[config.mk]
export PLATFORM = sky130hd
export DESIGN_NAME = ex_mem_stage
export DESIGN_NICKNAME = d
export VERILOG_FILES = /design/src/rtl/struct_pkg.sv /design/src/rtl/alu.sv /design/src/rtl/ex_mem_stage.sv
export SDC_FILE = /design/constraint.sdc
export NUM_CORES = 1
export LEC_CHECK = 0
export ABC_AREA = 1
export CAP_MARGIN = 20
export CORE_ASPECT_RATIO = 0.6
export CORE_MARGIN = 3
export CORE_UTILIZATION = 30
export CTS_CLUSTER_DIAMETER = 40
export DETAILED_ROUTE_END_ITERATION = 7
export GPL_TIMING_DRIVEN = 0
export PLACE_DENSITY = 0.51
export SETUP_SLACK_MARGIN = 0.02
export SLEW_MARGIN = 15
export SYNTH_ARGS = -nofsm -noshare
export SYNTH_HDL_FRONTEND = slang
export SYNTH_SLANG_ARGS = --single-unit
[constraint.sdc]
create_clock -name clk -period 10.25 [get_ports clk]
set_input_delay 1.5375 -clock clk [delete_from_list [all_inputs] [get_ports clk]]
set_output_delay 1.5375 -clock clk [all_outputs]
set_load 0.01 [all_outputs]
[src/rtl/struct_pkg.sv]
// Shared types and encodings for the RV32I execute stage: opcodes, funct codes,
// ALU op codes, the ALU in/out bundles, the EX control word and the MUL FSM states.
package struct_pkg;

  localparam int DW = 32;

  localparam logic [6:0] R_TYPE = 7'b0110011;
  localparam logic [6:0] I_TYPE = 7'b0010011;
  localparam logic [6:0] LOAD   = 7'b0000011;
  localparam logic [6:0] STORE  = 7'b0100011;
  localparam logic [6:0] B_TYPE = 7'b1100011;
  localparam logic [6:0] LUI    = 7'b0110111;

  localparam logic [6:0] F7_MUL = 7'b0000001;

  localparam logic [2:0] F3_BEQ  = 3'b000;
  localparam logic [2:0] F3_BNE  = 3'b001;
  localparam logic [2:0] F3_BLT  = 3'b100;
  localparam logic [2:0] F3_BGE  = 3'b101;
  localparam logic [2:0] F3_BLTU = 3'b110;
  localparam logic [2:0] F3_BGEU = 3'b111;

  localparam logic [3:0] ALU_ADD   = 4'd0;
  localparam logic [3:0] ALU_SUB   = 4'd1;
  localparam logic [3:0] ALU_AND   = 4'd2;
  localparam logic [3:0] ALU_OR    = 4'd3;
  localparam logic [3:0] ALU_XOR   = 4'd4;
  localparam logic [3:0] ALU_SLL   = 4'd5;
  localparam logic [3:0] ALU_SRL   = 4'd6;
  localparam logic [3:0] ALU_SRA   = 4'd7;
  localparam logic [3:0] ALU_SLT   = 4'd8;
  localparam logic [3:0] ALU_SLTU  = 4'd9;
  localparam logic [3:0] ALU_PASSB = 4'd10;

  typedef struct packed {
    logic [DW-1:0] a;
    logic [DW-1:0] b;
    logic [3:0]    alu_op;
  } alu_in_t;

  typedef struct packed {
    logic [DW-1:0] result;
    logic          n;
    logic          z;
    logic          c;
    logic          v;
  } alu_out_t;

  typedef struct packed {
    logic mem_read;
    logic mem_write;
    logic reg_write;
    logic rsvd;
    logic branch;
  } ex_ctrl_t;

  typedef enum logic [1:0] {IDLE, RUN, DONE} mul_state_t;

endpackage

[src/rtl/alu.sv]
// Combinational RV32I ALU: operands and op code in, result plus {N,Z,C,V} out.
module alu
  import struct_pkg::*;
(
  input  alu_in_t  i_in,
  output alu_out_t o_out
);

  logic [DW:0] w_sum;
  logic [DW:0] w_diff;

  assign w_sum  = {1'b0, i_in.a} + {1'b0, i_in.b};
  assign w_diff = {1'b0, i_in.a} - {1'b0, i_in.b};

  // NOTE: o_out gets a full default first so no path through the case can infer a latch.
  always_comb begin
    o_out = '0;
    case (i_in.alu_op)
      ALU_ADD: begin
        o_out.result = w_sum[DW-1:0];
        o_out.c      = w_sum[DW];
        o_out.v      = (i_in.a[DW-1] == i_in.b[DW-1]) && (w_sum[DW-1] != i_in.a[DW-1]);
      end
      ALU_SUB: begin
        o_out.result = w_diff[DW-1:0];
        o_out.c      = ~w_diff[DW];  // no borrow out means A >= B unsigned
        o_out.v      = (i_in.a[DW-1] != i_in.b[DW-1]) && (w_diff[DW-1] != i_in.a[DW-1]);
      end
      ALU_AND:   o_out.result = i_in.a & i_in.b;
      ALU_OR:    o_out.result = i_in.a | i_in.b;
      ALU_XOR:   o_out.result = i_in.a ^ i_in.b;
      ALU_SLL:   o_out.result = i_in.a << i_in.b[4:0];
      ALU_SRL:   o_out.result = i_in.a >> i_in.b[4:0];
      ALU_SRA:   o_out.result = $unsigned($signed(i_in.a) >>> i_in.b[4:0]);
      ALU_SLT:   o_out.result = {{(DW-1){1'b0}}, $signed(i_in.a) < $signed(i_in.b)};
      ALU_SLTU:  o_out.result = {{(DW-1){1'b0}}, i_in.a < i_in.b};
      ALU_PASSB: o_out.result = i_in.b;
      default:   o_out.result = '0;
    endcase
    o_out.n = o_out.result[DW-1];
    o_out.z = (o_out.result == '0);
  end

endmodule

[src/rtl/ex_mem_stage.sv]
// RV32I execute stage plus EX/MEM register: forwarding, ALU, branch resolution.
// Define EX_MUL_EN to add the iterative shift-add multiplier (R-type MUL).
module ex_mem_stage
  import struct_pkg::*;
#(
  parameter int XLEN    = 32,
  parameter int MUL_CYC = 32
) (
  input  logic            clk,
  input  logic            rst,
  input  logic            idex_valid,
  input  logic [6:0]      idex_op,
  input  logic [2:0]      idex_f3,
  input  logic [6:0]      idex_f7,
  input  logic [3:0]      idex_alu_op,
  input  logic [4:0]      idex_ctrl,
  input  logic [XLEN-1:0] idex_rs1_data,
  input  logic [XLEN-1:0] idex_rs2_data,
  input  logic [XLEN-1:0] idex_imm,
  input  logic [XLEN-1:0] idex_pc,
  input  logic [4:0]      idex_rd,
  input  logic [1:0]      forwardA,
  input  logic [1:0]      forwardB,
  input  logic [XLEN-1:0] memwb_data,
  input  logic            mem_stall,
  output logic            ex_stall,
  output logic            branch_taken,
  output logic [XLEN-1:0] branch_target,
  output logic            exmem_valid,
  output logic [XLEN-1:0] exmem_result,
  output logic [XLEN-1:0] exmem_store,
  output logic [4:0]      exmem_rd,
  output logic [4:0]      exmem_ctrl,
  output logic [3:0]      exmem_flags
);

  logic            r_exmem_valid;
  logic [XLEN-1:0] r_exmem_result;
  logic [XLEN-1:0] r_exmem_store;
  logic [4:0]      r_exmem_rd;
  ex_ctrl_t        r_exmem_ctrl;
  logic [3:0]      r_exmem_flags;

  logic [XLEN-1:0] w_fwd_a;
  logic [XLEN-1:0] w_fwd_b;
  logic [XLEN-1:0] w_op_b;
  logic            w_cond;
  logic            w_ex_busy;
  logic            w_cap_valid;
  alu_in_t         w_alu_in;
  alu_out_t        w_alu_out;
  alu_out_t        w_res;

  // Code 01 reads the live EX/MEM register, which is exactly what a stall holds.
  always_comb begin
    case (forwardA)
      2'b01:   w_fwd_a = r_exmem_result;
      2'b10:   w_fwd_a = memwb_data;
      default: w_fwd_a = idex_rs1_data;
    endcase
    case (forwardB)
      2'b01:   w_fwd_b = r_exmem_result;
      2'b10:   w_fwd_b = memwb_data;
      default: w_fwd_b = idex_rs2_data;
    endcase
  end

  assign w_op_b   = (idex_op == R_TYPE || idex_op == B_TYPE) ? w_fwd_b : idex_imm;
  assign w_alu_in = '{a: w_fwd_a, b: w_op_b, alu_op: idex_alu_op};

  alu u_alu (
    .i_in  (w_alu_in),
    .o_out (w_alu_out)
  );

  always_comb begin
    case (idex_f3)
      F3_BEQ:  w_cond = (w_fwd_a == w_fwd_b);
      F3_BNE:  w_cond = (w_fwd_a != w_fwd_b);
      F3_BLT:  w_cond = ($signed(w_fwd_a) <  $signed(w_fwd_b));
      F3_BGE:  w_cond = ($signed(w_fwd_a) >= $signed(w_fwd_b));
      F3_BLTU: w_cond = (w_fwd_a <  w_fwd_b);
      F3_BGEU: w_cond = (w_fwd_a >= w_fwd_b);
      default: w_cond = 1'b0;
    endcase
  end

  assign branch_taken  = (idex_op == B_TYPE) && w_cond && idex_valid && !w_ex_busy;
  assign branch_target = idex_pc + idex_imm;

`ifdef EX_MUL_EN
  localparam int CNT_W = $clog2(MUL_CYC);

  mul_state_t      r_mul_state;
  logic [CNT_W-1:0] r_cnt;
  logic [XLEN-1:0] r_mul_a;
  logic [XLEN-1:0] r_mul_b;
  logic [XLEN-1:0] r_prod;
  logic            w_is_mul;

  assign w_is_mul  = idex_valid && (idex_op == R_TYPE) && (idex_f7 == F7_MUL) && (idex_f3 == 3'b000);
  assign w_ex_busy = (r_mul_state == IDLE && w_is_mul) || (r_mul_state == RUN);

  always_ff @(posedge clk) begin
    if (rst) begin
      r_mul_state <= IDLE;
      r_cnt       <= '0;
    end else begin
      case (r_mul_state)
        IDLE: if (w_is_mul) begin
          r_mul_state <= RUN;
          r_cnt       <= '0;
        end
        RUN: begin
          r_cnt <= r_cnt + CNT_W'(1);
          if (r_cnt == CNT_W'(MUL_CYC - 1)) r_mul_state <= DONE;
        end
        DONE:    if (!mem_stall) r_mul_state <= IDLE;
        default: r_mul_state <= IDLE;
      endcase
    end
  end

  // NOTE: the multiplier datapath carries no reset; IDLE always reloads it before RUN uses it.
  always_ff @(posedge clk) begin
    if (r_mul_state == IDLE) begin
      r_mul_a <= w_fwd_a;
      r_mul_b <= w_fwd_b;
      r_prod  <= '0;
    end else if (r_mul_state == RUN) begin
      if (r_mul_b[0]) r_prod <= r_prod + r_mul_a;
      r_mul_a <= r_mul_a << 1;
      r_mul_b <= r_mul_b >> 1;
    end
  end

  always_comb begin
    w_res = w_alu_out;
    if (r_mul_state == DONE) begin
      w_res        = '0;
      w_res.result = r_prod;
      w_res.n      = r_prod[XLEN-1];
      w_res.z      = (r_prod == '0);
    end
  end
`else
  logic w_unused;

  assign w_ex_busy = 1'b0;
  assign w_res     = w_alu_out;
  assign w_unused  = ^{idex_f7, MUL_CYC[0]};
`endif

  assign ex_stall    = mem_stall || w_ex_busy;
  assign w_cap_valid = idex_valid && !w_ex_busy;

  // NOTE: non-blocking so every EX/MEM field samples the same pre-edge values.
  always_ff @(posedge clk) begin
    if (rst) begin
      r_exmem_valid  <= 1'b0;
      r_exmem_result <= '0;
      r_exmem_store  <= '0;
      r_exmem_rd     <= '0;
      r_exmem_ctrl   <= '0;
      r_exmem_flags  <= '0;
    end else if (!mem_stall) begin
      r_exmem_valid  <= w_cap_valid;
      r_exmem_result <= w_res.result;
      r_exmem_store  <= w_fwd_b;
      r_exmem_rd     <= idex_rd;
      r_exmem_ctrl   <= w_cap_valid ? ex_ctrl_t'(idex_ctrl) : '0;
      r_exmem_flags  <= {w_res.n, w_res.z, w_res.c, w_res.v};
    end
  end

  assign exmem_valid  = r_exmem_valid;
  assign exmem_result = r_exmem_result;
  assign exmem_store  = r_exmem_store;
  assign exmem_rd     = r_exmem_rd;
  assign exmem_ctrl   = r_exmem_ctrl;
  assign exmem_flags  = r_exmem_flags;

endmodule

Word level (Yosys, flattened, before mapping)
Index checks and enable logic that the tools add are counted.
{ "classes": {"n_reduce_logical": 8, "n_lt_le_gt_ge": 6, "eq_ne": 27, "n_mux": 7, "n_bitwise": 4, "addsub": 3, "shift": 3} }
{ "ops": {"columns": ["op", "count"], "rows": [
  ["32-bit one-hot mux with 11 select lines", 1],
  ["32-bit less-than comparator", 4],
  ["32-bit one-hot mux with 2 select lines", 2],
  ["32-bit >= comparator", 2],
  ["32-bit by 32-bit adder with 33-bit output", 1],
  ["32-bit by 32-bit subtractor with 33-bit output", 1],
  ["32-bit adder", 1],
  ["32-bit bitwise AND", 1],
  ["32-bit == test", 1],
  ["32-bit logical NOT", 1],
  ["32-bit two-way mux", 1],
  ["32-bit != test", 1],
  ["32-bit OR", 1],
  ["32-bit by 5-bit << shifter with 32-bit output", 1],
  ["32-bit by 5-bit right shift with 32-bit output", 1],
  ["32-bit by 5-bit >>> shifter with 32-bit output", 1],
  ["32-bit bitwise XOR", 1],
  ["4-bit by 3-bit == test with 1-bit output (second input constant)", 4],
  ["3-bit == test (second input constant)", 4],
  ["4-bit == test (second input constant)", 3],
  ["4-bit by 2-bit == test with 1-bit output (second input constant)", 2],
  ["7-bit by 6-bit == test with 1-bit output (second input constant)", 1],
  ["7-bit == test (second input constant)", 1],
  ["1-bit one-hot mux with 6 select lines", 1],
  ["13 further kinds", 20]
]} }
{ "totals": {"regBits": 79, "output_inout_bits": 113, "word_cells": 68, "input_bits": 199} }

Longest topological paths before layout
{ "logic_depth": {"word_depth": 7, "mapped_depth": 34} }

Cells and area by module
A second synthesis with hierarchy kept.
{ "unflattened": {"hier_cells": 3379, "area_unflattened_um2": 17828.3} }
{ "modules_own_cells": {"columns": ["module", "area_each_um2", "seq_area_each_um2", "n_inst", "cells_per_inst"], "rows": [
  ["alu", 10876.7, 0.0, 1, 2320],
  ["ex_mem_stage", 6951.7, 1581.5, 1, 1059]
]} }

Worst setup path before layout
Ideal clock, no wire load.
{ "synth_path": {"path_type": "input port to output port", "startpoint": "input port forwardB[0]", "endpoint": "output port branch_taken", "arrival_ns": 4.440, "path_slack_ns": 4.273, "cell_stages": 20, "path_cell_list": "inv_1 > ha_1 > inv_2 > buf_6 > buf_6 > buf_2 > nand3_1 > o21ai_0 > ha_1 > nand2_1 > nor2_1 > nand4_1 > nor4_1 > o21ai_0 > nand2_1 > xor2_1 > nand4_1 > nand3_1 > nor2_1 > nor3_1"} }
{ "synth_between": {"elab_chain_len": 6, "word_cells_on_any_way": 12, "cone_classes": "order compare: 4; eq/ne: 4; mux: 2; reduce/logical: 2"} }
{ "synth_rtl": {"columns": ["element", "line", "source"], "rows": [
  ["from (decl)", "ex_mem_stage.sv:23", "input logic [1:0] forwardB,"],
  ["2-bit == test / 2-bit by 1-bit == test with 1-bit output (equally long branches)", "ex_mem_stage.sv:61", "case (forwardB)"],
  ["32-bit one-hot mux with 2 select lines (*)", "ex_mem_stage.sv:61", null],
  ["32-bit >= comparator, or another cell as far along", "ex_mem_stage.sv:83", "F3_BGEU: w_cond = (w_fwd_a >= w_fwd_b);"],
  ["1-bit one-hot mux with 6 select lines (*)", "ex_mem_stage.sv:77", "case (idex_f3)"],
  ["1-bit logical AND (*) (2 in series)", "ex_mem_stage.sv:88", "assign branch_taken = (idex_op == B_TYPE) && w_cond && idex_valid && !w_ex_busy;"],
  ["to (decl)", "ex_mem_stage.sv:27", "output logic branch_taken,"]
]} }
Mark *: on every way between the ends. The rest lies on a longest branch, timed or not.

Final worst setup path
{ "layout_path": {"startpoint": "input port forwardA[0]", "endpoint": "output port branch_taken"} }
{ "layout_between": {"elab_chain_len": 6, "word_cells_on_any_way": 12, "cone_classes": "order compare: 4; eq/ne: 4; mux: 2; reduce/logical: 2"} }
{ "layout_rtl": {"columns": ["element", "line", "source"], "rows": [
  ["from (decl)", "ex_mem_stage.sv:22", "input logic [1:0] forwardA,"],
  ["2-bit == test / 2-bit by 1-bit == test with 1-bit output (equally long branches)", "ex_mem_stage.sv:56", "case (forwardA)"],
  ["32-bit one-hot mux with 2 select lines (*)", "ex_mem_stage.sv:56", null],
  ["32-bit >= comparator, or another cell as far along", "ex_mem_stage.sv:83", null],
  ["1-bit one-hot mux with 6 select lines (*)", "ex_mem_stage.sv:77", null],
  ["1-bit logical AND (*) (2 in series)", "ex_mem_stage.sv:88", null]
]} }
Marked as above.

==> reports/summary.txt <==
Total CTS buffers: 9
Cts hold-fix bufs: 0
Commonest non-fill, non-tap cell in the layout: nand2_1
Die Y: 188 microns
Fmax: 0.111 GHz
Initial DRC count: 4,128
Multiplexer area fraction after synthesis: 0
DIE AREA: 58,200 sq um
Routability Congestion: 1.10
Final clock skew: 15.1 ps
DP HPWL: 102 mm
Largest net degree at the start of global routing: 17
Clock Path Buffers: 2
Core outline area: 54,400 sq um
Met1 usage: 0.586
Cell Pwr Density: 114 nW/um^2
Worst R2R Start: exmem_result[3]$_SDFFE_PP0N_
TritonRoute pass-1 iters: 8
Critical path type: primary input to output pin
Top cell type's share of synthesized area: 0.178
CTS root buf: clkbuf_16
Worst path required time: 8710 ps
Clock-pin slew on the worst setup and hold paths: 80 ps
Htree depth: 3
Worst-Skew Late Latency: 360 ps
HP Class: flop to flop
Post-CTS sizing: 0
Yosys cell types: 52
Crit-path max FO: 10
Max_cap viols: 0
Grt total ovfl: 0
Wire per inst: 29.3 microns
Setup TNS: 0 ps
Share of cells above drive strength 1: 0.0452
Pins Over Slew Limit: 0
XOR/XNOR share of the synthesized area: 0.0196
Yosys warns: 0
First-pass GRT wire length: 164 mm
CP endpoint: branch_taken
Seq/Total Area, Yosys: 0.0942
Status: finished clean
Ys flop type: dfxtp_1
Sequential power share: 0.149
Pint: 0.00104 W
Crit Reg-Reg Endpoint: exmem_flags[2]$_SDFFE_PP0N_
Static Leak: 10.1 nW
Initial cell density of the core: 0.305
Crit end category: output pin
CP startpoint: forwardA[0]
Adder-cell share of the synthesized area: 0.127
Final hold vios: 0
Slew margin rel.: 0.150
Synthesized Nets: 3,393
DR vias: 24,300
Combinational power share: 0.705
Initial antenna violation count: 6
CTS sink cnt: 78
Clock share of power: 0.147
Post-CTS Setup Inserts: 0
Synth Area in Simple Gates: 0.433
Vias in the first global route: 21,900
R2r setup slk: 4020 ps
Die width: 309 microns
Global Route met2 Usage: 0.504
Switching share of power: 0.566
Mapped Area: 16,600 sq um
Cell count after synthesis: 3,027
Most frequent cells in the layout: nand2_1 (788), nand3_1 (528), inv_1 (320)
Startpoint Class: primary input
Pwr Total: 0.00239 W
Area grow syn2layout: 26.6%
Compound-Gate Fraction of Synth Area: 0.207
Total Wirelength: 120 mm
Synthesized flop and latch total: 78
Largest cells by area after synthesis: nand2_1 (18%), nand3_1 (16%), ha_1 (12%), dfxtp_1 (9.4%), inv_1 (7.2%)
Final min period: 8990 ps
Largest family of logic cells by synthesized area: simple AND/OR/NAND/NOR gates
Mapped Avg Cell Area: 5.47 sq um
Switching power: 0.00135 W
RSZ-0062 raised after global routing: false
Final antenna-violating net count: 0
Min Hold Slack: 473 ps
Nets: 3,724
Post-synth EDFFs: 0
R2R cell count: 28
Worst Hold Path Cells: 2
Vias per cell: 5.96
Max IR drop VDD: 0.0810 mV
Period utilization: 0.877
Setup violations, final: 0
Boundary pin count: 312
Total GRT Usage: 0.396
Post-route DRC: 0
Synth area leader: nand2_1
# port buffers: 303
Slew @ Worst Pin: 1260 ps
GRT met3 Usage: 0.183
CTS tree: yes
CP arrival: 7450 ps
Async SR Flop Fraction: 0
# rows: 66
GRT busiest layer: met1
-- sequential cells by signal, summed over array words and instances (netlist names) --
name	count
exmem_rd	5
exmem_valid	1
exmem_result	32
exmem_store	32
exmem_flags	3
exmem_ctrl	5
-- critical path, stage by stage --
cell	delay [ps]
clkdlybuf4s50_1	480
inv_1	50
ha_1	280
inv_2	90
o21ai_2	460
buf_6	230
clkinv_1	630
ha_1	770
nand2_1	110
nor2_1	230
nand4_1	190
nor4_2	710
o21ai_0	190
nand2_1	230
xor2_1	210
nand4_1	100
nand3_1	100
nor2_1	50
nor3_1	170
clkdlybuf4s50_1	600
-- metal layers --
layer | share of wire | wire [microns]
met3 | 0.17 | 20000
met1 | 0.44 | 53200
met2 | 0.36 | 43200
met4 | 0.027 | 3210
met5 | 0.00038 | 45
-- stage by stage --
step,worst slack [ps],instances,utilization,area [sq um]
final,1260,4080,0.386,21000
after global routing,1100,4080,0.386,21000
after CTS,1460,4074,0.385,20900
after detailed placement,1490,4058,0.379,20600
after global placement,-50.3,4044,0.377,20500
after floorplan,4270,3027,-,16600
-- cells by family (layout without fill, tap and decap cells) --
kind of cell             after synthesis  after routing
adder cells (fa/ha/maj)              167            167
buffers and inverters                482            818
AND/OR/NAND/NOR                     1655           1655
other                                  0              3
flip-flops                            78             78
AO/OA/AOI/OAI                        608            608
XOR/XNOR                              37             37
-- worst min-delay path by stage --
stage | from | to | slack [ps]
floorplan | exmem_ctrl[0]$_SDFFE_PP0N_ | exmem_ctrl[0]$_SDFFE_PP0N_ | 490
global placement | exmem_ctrl[2]$_SDFFE_PP0N_ | exmem_ctrl[2]$_SDFFE_PP0N_ | 460
detailed placement | exmem_ctrl[3]$_SDFFE_PP0N_ | exmem_ctrl[3]$_SDFFE_PP0N_ | 460
CTS | exmem_ctrl[3]$_SDFFE_PP0N_ | exmem_ctrl[3]$_SDFFE_PP0N_ | 470
global route | exmem_ctrl[3]$_SDFFE_PP0N_ | exmem_ctrl[3]$_SDFFE_PP0N_ | 490
finish | exmem_ctrl[3]$_SDFFE_PP0N_ | exmem_ctrl[3]$_SDFFE_PP0N_ | 470
-- synthesized netlist by cell type, types with 4 or more instances --
master     instances
inv_1            320
xor2_1            27
a31oi_1            9
buf_1              8
buf_6              5
buf_2             46
o21ai_0          192
ha_1             164
inv_2             13
buf_4             10
a221o_1            4
a221oi_1           6
nand2_1          788
nand4_1           29
o211ai_1          35
nand3_2           10
nand3b_1           5
a21o_1             9
a21boi_0          12
xnor2_1           10
nand2_2           17
or2_2              5
o221ai_1           9
clkbuf_1          73
o22ai_1           26
o21bai_1          16
nand3_1          528
nor4_1             6
o21ai_1           43
nor2_1           237
a211oi_1           5
o2111ai_1          5
o21a_1            12
clkinv_1           6
nor3_1            20
dfxtp_1           78
a21oi_1          217
-- power groups by stage --
stage | Sequential [W] | Clock (W) | Combinational (W)
6_report | 0.000355 | 0.000351 | 0.00168
5_1_grt | 0.000356 | 0.000364 | 0.00177
4_1_cts | 0.000354 | 0.000353 | 0.00159
3_5_place_dp | 0.000360 | 0 | 0.00158
3_3_place_gp | 0.000360 | 0 | 0.00157
2_1_floorplan | 0.000359 | 0 | 0.000848
-- layout make-up --
type / count / area, sq um
Clock inverter: 7 / 86.3
Multi-Input combinational cell: 2467 / 13100
Buffer: 143 / 686
Inverter: 339 / 1270
Clock buffer: 9 / 225
Timing Repair Buffer: 320 / 3180
Sequential cell: 78 / 1560
Tap cell: 714 / 893
Fill cell: 6102 / 33400
Antenna cell: 3 / 7.51
Power figures use the tool's default switching activity.
